<file path="src/rtl/bus_seq_ctrl.sv">
// Control-step sequencer for a single shared 32-bit datapath bus: walks fetch/execute steps and
// drives one bus source plus the matching load enables for ALU, ADDI, LD, ST, HALT and NOP.
module bus_seq_ctrl #(
  parameter int unsigned WAIT_MAX = 15
) (
  input  logic        clock,
  input  logic        reset_n,
  input  logic        run,
  input  logic [31:0] ir,
  input  logic        mem_rdy,
  output logic [20:0] src_sel,
  output logic [15:0] reg_in,
  output logic        pc_in,
  output logic        ir_in,
  output logic        mar_in,
  output logic        mdr_in,
  output logic        y_in,
  output logic        z_in,
  output logic        inc_pc,
  output logic        mem_read,
  output logic        mem_write,
  output logic [3:0]  alu_op,
  output logic        halted,
  output logic        error,
  output logic [3:0]  dbg_state
);

  typedef enum logic [3:0] {
    S_IDLE, S_T0, S_T1, S_T2, S_EX1, S_EX2, S_WB,
    S_MA, S_MR, S_LWB, S_SD, S_MW, S_HALT, S_ERR
  } state_t;

  localparam logic [7:0] WAIT_LAST = 8'(WAIT_MAX - 1);
  localparam logic [4:0] SRC_PC    = 5'd0;
  localparam logic [4:0] SRC_MDR   = 5'd2;
  localparam logic [4:0] SRC_REG0  = 5'd3;
  localparam logic [4:0] SRC_CSIGN = 5'd19;
  localparam logic [4:0] SRC_Z     = 5'd20;

  state_t     state_q, state_d;
  logic [7:0] wcnt_q, wcnt_d;

  logic [4:0] op;
  logic [3:0] ra, rb, rc;
  logic       op_alu, op_ld, op_st, op_halt, op_nop;
  logic       in_wait, timeout;
  logic       unused_ir;

  assign op        = ir[31:27];
  assign ra        = ir[26:23];
  assign rb        = ir[22:19];
  assign rc        = ir[18:15];
  assign unused_ir = ^ir[14:0];

  assign op_alu  = (op < 5'd4);
  assign op_ld   = (op == 5'd5);
  assign op_st   = (op == 5'd6);
  assign op_halt = (op == 5'd7);
  assign op_nop  = (op >= 5'd8);

  // Memory handshake: mem_read/mem_write stay high for the whole wait state and the access
  // completes in the cycle mem_rdy is sampled high; mem_rdy in any other state is ignored.
  assign in_wait = (state_q == S_T1) || (state_q == S_MR) || (state_q == S_MW);
  assign timeout = in_wait && !mem_rdy && (wcnt_q == WAIT_LAST);

  always_comb begin
    state_d = state_q;
    case (state_q)
      S_IDLE:  if (run) state_d = S_T0;
      S_T0:    state_d = S_T1;
      S_T1: begin
        if (mem_rdy)      state_d = S_T2;
        else if (timeout) state_d = S_ERR;
      end
      S_T2:    state_d = S_EX1;
      S_EX1: begin
        if (op_halt)     state_d = S_HALT;
        else if (op_nop) state_d = run ? S_T0 : S_IDLE;
        else             state_d = S_EX2;
      end
      S_EX2:   state_d = (op_ld || op_st) ? S_MA : S_WB;
      S_WB:    state_d = run ? S_T0 : S_IDLE;
      S_MA:    state_d = op_ld ? S_MR : S_SD;
      S_MR: begin
        if (mem_rdy)      state_d = S_LWB;
        else if (timeout) state_d = S_ERR;
      end
      S_LWB:   state_d = run ? S_T0 : S_IDLE;
      S_SD:    state_d = S_MW;
      S_MW: begin
        if (mem_rdy)      state_d = run ? S_T0 : S_IDLE;
        else if (timeout) state_d = S_ERR;
      end
      S_HALT:  state_d = S_HALT;
      S_ERR:   state_d = S_ERR;
      default: state_d = S_IDLE;
    endcase
  end

  // Every wait state is entered from a different state, so a state change clears the count.
  always_comb begin
    wcnt_d = wcnt_q;
    if (state_d != state_q)       wcnt_d = 8'd0;
    else if (in_wait && !mem_rdy) wcnt_d = wcnt_q + 8'd1;
  end

  always_ff @(posedge clock or negedge reset_n) begin
    if (!reset_n) begin
      state_q <= S_IDLE;
      wcnt_q  <= 8'd0;
    end else begin
      state_q <= state_d;
      wcnt_q  <= wcnt_d;
    end
  end

  logic       src_en, reg_en;
  logic [4:0] src_idx;
  logic [3:0] reg_idx;

  always_comb begin
    src_en    = 1'b0;
    src_idx   = 5'd0;
    reg_en    = 1'b0;
    reg_idx   = 4'd0;
    ir_in     = 1'b0;
    mar_in    = 1'b0;
    mdr_in    = 1'b0;
    y_in      = 1'b0;
    z_in      = 1'b0;
    inc_pc    = 1'b0;
    mem_read  = 1'b0;
    mem_write = 1'b0;
    alu_op    = 4'd0;
    halted    = 1'b0;
    error     = 1'b0;
    case (state_q)
      S_T0: begin
        src_en  = 1'b1;
        src_idx = SRC_PC;
        mar_in  = 1'b1;
        inc_pc  = 1'b1;
      end
      S_T1, S_MR: begin
        mem_read = 1'b1;
        mdr_in   = mem_rdy;
      end
      S_T2: begin
        src_en  = 1'b1;
        src_idx = SRC_MDR;
        ir_in   = 1'b1;
      end
      S_EX1: begin
        if (!op_halt && !op_nop) begin
          src_en  = 1'b1;
          src_idx = SRC_REG0 + 5'(rb);
          y_in    = 1'b1;
        end
      end
      S_EX2: begin
        src_en  = 1'b1;
        src_idx = op_alu ? (SRC_REG0 + 5'(rc)) : SRC_CSIGN;
        z_in    = 1'b1;
        alu_op  = op_alu ? op[3:0] : 4'd0;
      end
      S_WB: begin
        src_en  = 1'b1;
        src_idx = SRC_Z;
        reg_en  = 1'b1;
        reg_idx = ra;
      end
      S_MA: begin
        src_en  = 1'b1;
        src_idx = SRC_Z;
        mar_in  = 1'b1;
      end
      S_LWB: begin
        src_en  = 1'b1;
        src_idx = SRC_MDR;
        reg_en  = 1'b1;
        reg_idx = ra;
      end
      S_SD: begin
        src_en  = 1'b1;
        src_idx = SRC_REG0 + 5'(ra);
        mdr_in  = 1'b1;
      end
      S_MW:    mem_write = 1'b1;
      S_HALT:  halted    = 1'b1;
      S_ERR:   error     = 1'b1;
      default: ;
    endcase
  end

  assign src_sel   = src_en ? (21'd1 << src_idx) : 21'd0;
  assign reg_in    = reg_en ? (16'd1 << reg_idx) : 16'd0;
  assign pc_in     = 1'b0;
  assign dbg_state = state_q;

endmodule

</file>
<file path="config.mk">
export PLATFORM = sky130hd
export DESIGN_NAME = bus_seq_ctrl
export DESIGN_NICKNAME = d
export VERILOG_FILES = /design/src/rtl/bus_seq_ctrl.sv
export SDC_FILE = /design/constraint.sdc
export NUM_CORES = 1
export LEC_CHECK = 0
export ABC_CLOCK_PERIOD_IN_PS = 3400
export CORE_MARGIN = 8
export CORE_UTILIZATION = 41
export DETAILED_ROUTE_END_ITERATION = 7
export PLACE_DENSITY = 0.81
export RECOVER_POWER = 100
export SYNTH_ARGS = -nofsm -noshare
export SYNTH_HDL_FRONTEND = slang
export SYNTH_SLANG_ARGS = --single-unit
</file>
<file path="constraint.sdc">
create_clock -name clock -period 3.4 [get_ports clock]
set_input_delay 0.68 -clock clock [delete_from_list [all_inputs] [get_ports clock]]
set_output_delay 0.68 -clock clock [all_outputs]
set_load 0.005 [all_outputs]
</file>
* Yosys cells after proc, flatten, opt, wreduce, memory -nomap -nowiden
Cells that the tools add are included.
** Operators by class
- $add $sub $neg :: 4
- Multipliers :: 0
- Div/mod/pow operators :: 0
- $lt $le $gt $ge :: 2
- Equality and inequality tests :: 18
- Shift-type cells :: 2
- Mux-type cells :: 34
- Bitwise logic cells :: 0
- Reductions and logical operators :: 17
** Operators with widths (number)
- 4-bit one-hot mux with 13 select lines :: 1
- 4-bit 2-to-1 mux :: 9
- 5-bit one-hot mux with 5 select lines :: 1
- 4-bit equality test (second input constant) :: 6
- 21-bit 2-to-1 mux :: 1
- 1-bit by 5-bit << shifter with 21-bit output (first input constant) :: 1
- 4-bit by 3-bit equality test with 1-bit output (second input constant) :: 4
- 16-bit 2-to-1 mux :: 1
- 8-bit 2-to-1 mux :: 2
- 1-bit by 4-bit << shifter with 16-bit output (first input constant) :: 1
- 2-bit by 4-bit adder with 5-bit output (first input constant) :: 3
- 5-bit by 3-bit equality test with 1-bit output (second input constant) :: 3
- 1-bit 2-to-1 mux :: 13
- 5-bit 2-to-1 mux :: 2
- 2-bit OR reduction :: 5
- 8-bit by 1-bit adder with 8-bit output (second input constant) :: 1
- 4-bit by 2-bit equality test with 1-bit output (second input constant) :: 2
- 8-bit by 4-bit equality test with 1-bit output (second input constant) :: 1
- 7-bit OR reduction :: 1
- 5-bit by 4-bit greater-or-equal comparator with 1-bit output (second input constant) :: 1
- 5-bit by 3-bit less-than comparator with 1-bit output (second input constant) :: 1
- 4-bit by 1-bit equality test with 1-bit output (second input constant) :: 1
- 4-bit zero test :: 1
- 4-bit inequality test :: 1
- 7 further kinds :: 14
** Storage, ports and cells
- Flip-flop bits (word level) :: 12
- Latch bits :: 0
- Memory bits (writable) :: 0
- Memory bits (read-only) :: 0
- Input port bits :: 36
- Memories kept :: 0

* Logic depth before layout (Yosys ltp)
- Depth after elaboration :: 10
- Depth in mapped cells :: 9
- Depth with buffers taken out :: 7

* Worst setup path after synthesis
Ideal clock, no wire load.
- Kind :: input -> output
- Start point :: in ir[23]
- End point :: out src_sel[2]
- Arrival :: 2.383 ns
- Slack :: 0.337 ns
- Stages on the path :: 8
- Path buffers :: 1
- Cells stage by stage :: clkbuf_1 inv_1 ha_1 or3b_1 a21o_1 a21oi_2 o21ai_1 nor3_1
** On the way
- Longest elaborated chain between the ends :: 4
** RTL lines
- start: declaration :: line 9 : input logic [31:0] ir,
- 2-bit by 4-bit adder with 5-bit output :: line 185 : src_idx = SRC_REG0 + 5'(ra);
- 5-bit one-hot mux with 5 select lines :: line 137 : case (state_q)
- 1-bit by 5-bit << shifter with 21-bit output :: line 195 : assign src_sel = src_en ? (21'd1 << src_idx) : 21'd0;
- 21-bit 2-to-1 mux :: line 195
- end: declaration :: line 11 : output logic [20:0] src_sel,
No other way between the ends.

* Worst setup path in the final report
- Start point :: in ir[31]
- End point :: out src_sel[13]
** On the way
- Longest elaborated chain between the ends :: 7
- Elaborated cells between the ends (all ways) :: 13
** RTL lines
- 5-bit by 4-bit greater-or-equal comparator with 1-bit output or 5-bit by 3-bit equality test with 1-bit output (tied branches) :: line 59, 58
- 1-bit zero test :: line 154 : if (!op_halt && !op_nop) begin
- 1-bit logical AND :: line 154
- 5-bit 2-to-1 mux :: line 154
- 5-bit one-hot mux with 5 select lines :: line 137
- 1-bit by 5-bit << shifter with 21-bit output :: line 195
- 21-bit 2-to-1 mux * :: line 195
Mark *: on every way between the ends. The rest lies on a longest branch, timed or not.

==> impl_metrics.env <==
export IMPL_fin_crit_ns=3.375
export IMPL_fmax_ghz=0.2963
export IMPL_route_detailed_drc=0
export IMPL_ant_nets=0
export IMPL_insertion_delay_ns=0.24
export IMPL_max_cap_violations=0
export IMPL_synth_edff_count=0
export IMPL_yosysUniqueCellTypes=62
export IMPL_timing_final_crit_share_pct=99.25
export IMPL_setup_ws_ns=0.02547
export IMPL_crit_fanout=5
export IMPL_ys_flop_type="dfrtp_1"
export IMPL_core_area_um2=4384
export IMPL_synthCells=246
export IMPL_finalHoldViolations=0
export IMPL_nets=394
export IMPL_routed_wl_um=7203
export IMPL_routed_via_density=5.704
export IMPL_crit_path_start_kind="input port"
export IMPL_placed_cells=389
export IMPL_yosysSeqAreaShare_pct=16.03
export IMPL_dpl_worst_slack_ns=-0.5240
export IMPL_final_cell_mix="41 x clkdlybuf4s50_1, 41 x buf_4, 32 x nor2_1"
export IMPL_drive_gt1_share_pct=27.92
export IMPL_syn_area_per_cell_um2=7.614
export IMPL_antenna_found_initial=1
export IMPL_p_leak_nw=1.345
export IMPL_drt_iter0_markers=98
export IMPL_drv_slew=0
export IMPL_hp_class="register to register"
export IMPL_grt_overflow=0
export IMPL_ys_async_sr_fraction_pct=100.0
export IMPL_wl_per_cell_um=17.79
export IMPL_worst_setup_path_end_kind="output pin"
export IMPL_synth_seq_cells=12
export IMPL_area_delta_synth_final_pct=65.20
export IMPL_setup_viol=0
export IMPL_power_per_cell_area_nw_per_um2=427.8
export IMPL_min_from="wcnt_q[7]$_DFFE_PN0P_"
export IMPL_arrival_ns=2.69
export IMPL_clockRootBuffer="clkbuf_8"
export IMPL_crit_top_cell="buf_4"
export IMPL_grt_max_degree=16
export IMPL_path_class="input port to output pin"
export IMPL_dp_hpwl_um=5366
export IMPL_via_count=2310
export IMPL_initial_core_util_pct=42.72
export IMPL_r2r_start="dbg_state[2]$_DFF_PN0_"
export IMPL_worstPathCellList="dlygate4sd2_1 -> a311oi_2 -> buf_4 -> nand3_4 -> buf_4 -> buf_4 -> o22a_1 -> nand3_2 -> buf_4 -> nor2_1 -> dlygate4sd2_1"
export IMPL_ys_warn_count=0
export IMPL_status="complete, no violations"
export IMPL_io_buffers=73
export IMPL_gp_congestion=0.8700
export IMPL_crit_start="ir[31]"
export IMPL_cts_tree="done"
export IMPL_dr_pass1_iters=4
export IMPL_cts_buffer_depth=2
export IMPL_cts_buffers=3
export IMPL_cts_max_level=1
export IMPL_die_h_um=83.59
export IMPL_slowest_stage="a311oi_2"
export IMPL_hold_buffers=0
export IMPL_ios=92
export IMPL_netlist_area_um2=1873
export IMPL_cts_sinks=12
export IMPL_ir_drop_mv=0.3640
export IMPL_worstPathRequired_ns=2.72
export IMPL_grt_use_total_pct=19.03
export IMPL_fin_skew_ns=0.006291
export IMPL_rows=24
export IMPL_grt_pass1_vias=2342
export IMPL_max_stage_delay_ns=0.34
export IMPL_finalNonFillerCells=405
export IMPL_die_x_um=83.59
export IMPL_die_area_um2=6987
export IMPL_slew_headroom_pct=62.21
export IMPL_grt_pass1_wl_um=11390
export IMPL_clk_transition_reported_paths_ns=0.05
export IMPL_worstMarginPinSlew_ns=0.5649
[synthesized netlist by cell type (3+ instances only)]
cell	instances	area share [%]
and3b_1	3	1.4
nand2b_1	5	1.7
xor2_1	5	2.3
a21o_1	4	1.6
nand2_1	17	3.4
nor3_1	31	8.3
buf_2	3	0.80
a21oi_1	6	1.6
o21ai_0	9	2.4
clkbuf_1	3	0.60
ha_1	5	3.3
nor2_1	33	6.6
o22ai_1	5	1.7
buf_4	6	2.4
xnor2_1	10	4.7
nand3b_1	3	1.2
dfrtp_1	12	16
nand3_1	11	2.9
buf_6	4	2.4
and3_1	4	1.3
inv_1	16	3.2
[metrics by stage]
step / total power [mW] / TNS (ns) / util (%) / hold slack (ns) / instance area [um^2]
floorplan: 0.7862 / 0 / - / 0.3844 / 1881
global placement: 1.068 / -6.290 / 63.87 / 0.5685 / 2800
detailed placement: 1.093 / -7.155 / 63.87 / 0.5690 / 2800
CTS: 1.277 / 0 / 68.81 / 0.5890 / 3017
global route: 1.412 / -0.1043 / 70.52 / 0.6177 / 3092
finish: 1.324 / 0 / 70.58 / 0.5903 / 3094
[power by group]
group	internal [mW]	leakage, nW	switching, mW
logic	0.463	1.16	0.524
registers	0.167	0.162	0.0437
clock network	0.0777	0.0216	0.0480
total	0.708	1.35	0.616
[final cells by class]
class,instances,area (um^2)
Clock buffer,3,41.29
Antenna cell,2,5.005
Tap cell,52,65.06
Fill cell,339,1290
Multi-Input combinational cell,204,1599
Timing Repair Buffer,116,1022
Inverter,16,60.06
Sequential cell,12,301.5
[state kept, by name, summed over array words and instances, names as in the netlist]
register,count
dbg_state,4
wcnt_q,8
[logic make-up after synthesis]
| family | synth area share (%) |
|---|---|
| buffers and inverters | 9.418 |
| AOI/OAI and AO/OA | 20.64 |
| adders and majority gates | 3.340 |
| xor gates and xnor gates | 7.014 |
| and+or+nand+nor | 42.82 |
| DFF | 16.03 |
| other | 0.2002 |
| muxes | 0.5344 |
[repair_timing]
item                                    in CTS  in global routing
endpoints found under the setup margin      20                 21
setup buffers                                9                  2
pin swaps                                   15                 10
resized for setup                           53                 39
[critical path, delay by kind of cell]
| kind | cells | cell delay, ns |
|---|---|---|
| buffers and inverters | 6 | 1.16 |
| AOI/OAI and AO/OA | 2 | 0.58 |
| and+or+nand+nor | 3 | 0.28 |
[final timing paths]
kind,depth (start not counted),slack [ns],end
hold / removal,2,0.59,wcnt_q[7]$_DFFE_PN0P_
min in group asynchronous,1,0.87,wcnt_q[0]$_DFFE_PN0P_
setup / recovery,11,0.03,src_sel[13]
max in group asynchronous,1,2.12,dbg_state[1]$_DFF_PN0_
setup reg to reg,6,1.13,dbg_state[0]$_DFF_PN0_
hold reg to reg,2,0.59,wcnt_q[7]$_DFFE_PN0P_
[metal layers]
layer / global-route usage (%) / vias up / part of all wire, %
li1: - / 1097 / -
met4: 7.064 / 0 / 4.4
met5: 0 / - / 0
met2: 35.93 / 124 / 53
met1: 19.77 / 1061 / 35
met3: 4.102 / 28 / 7.1
(Power assumes the default switching activity.)
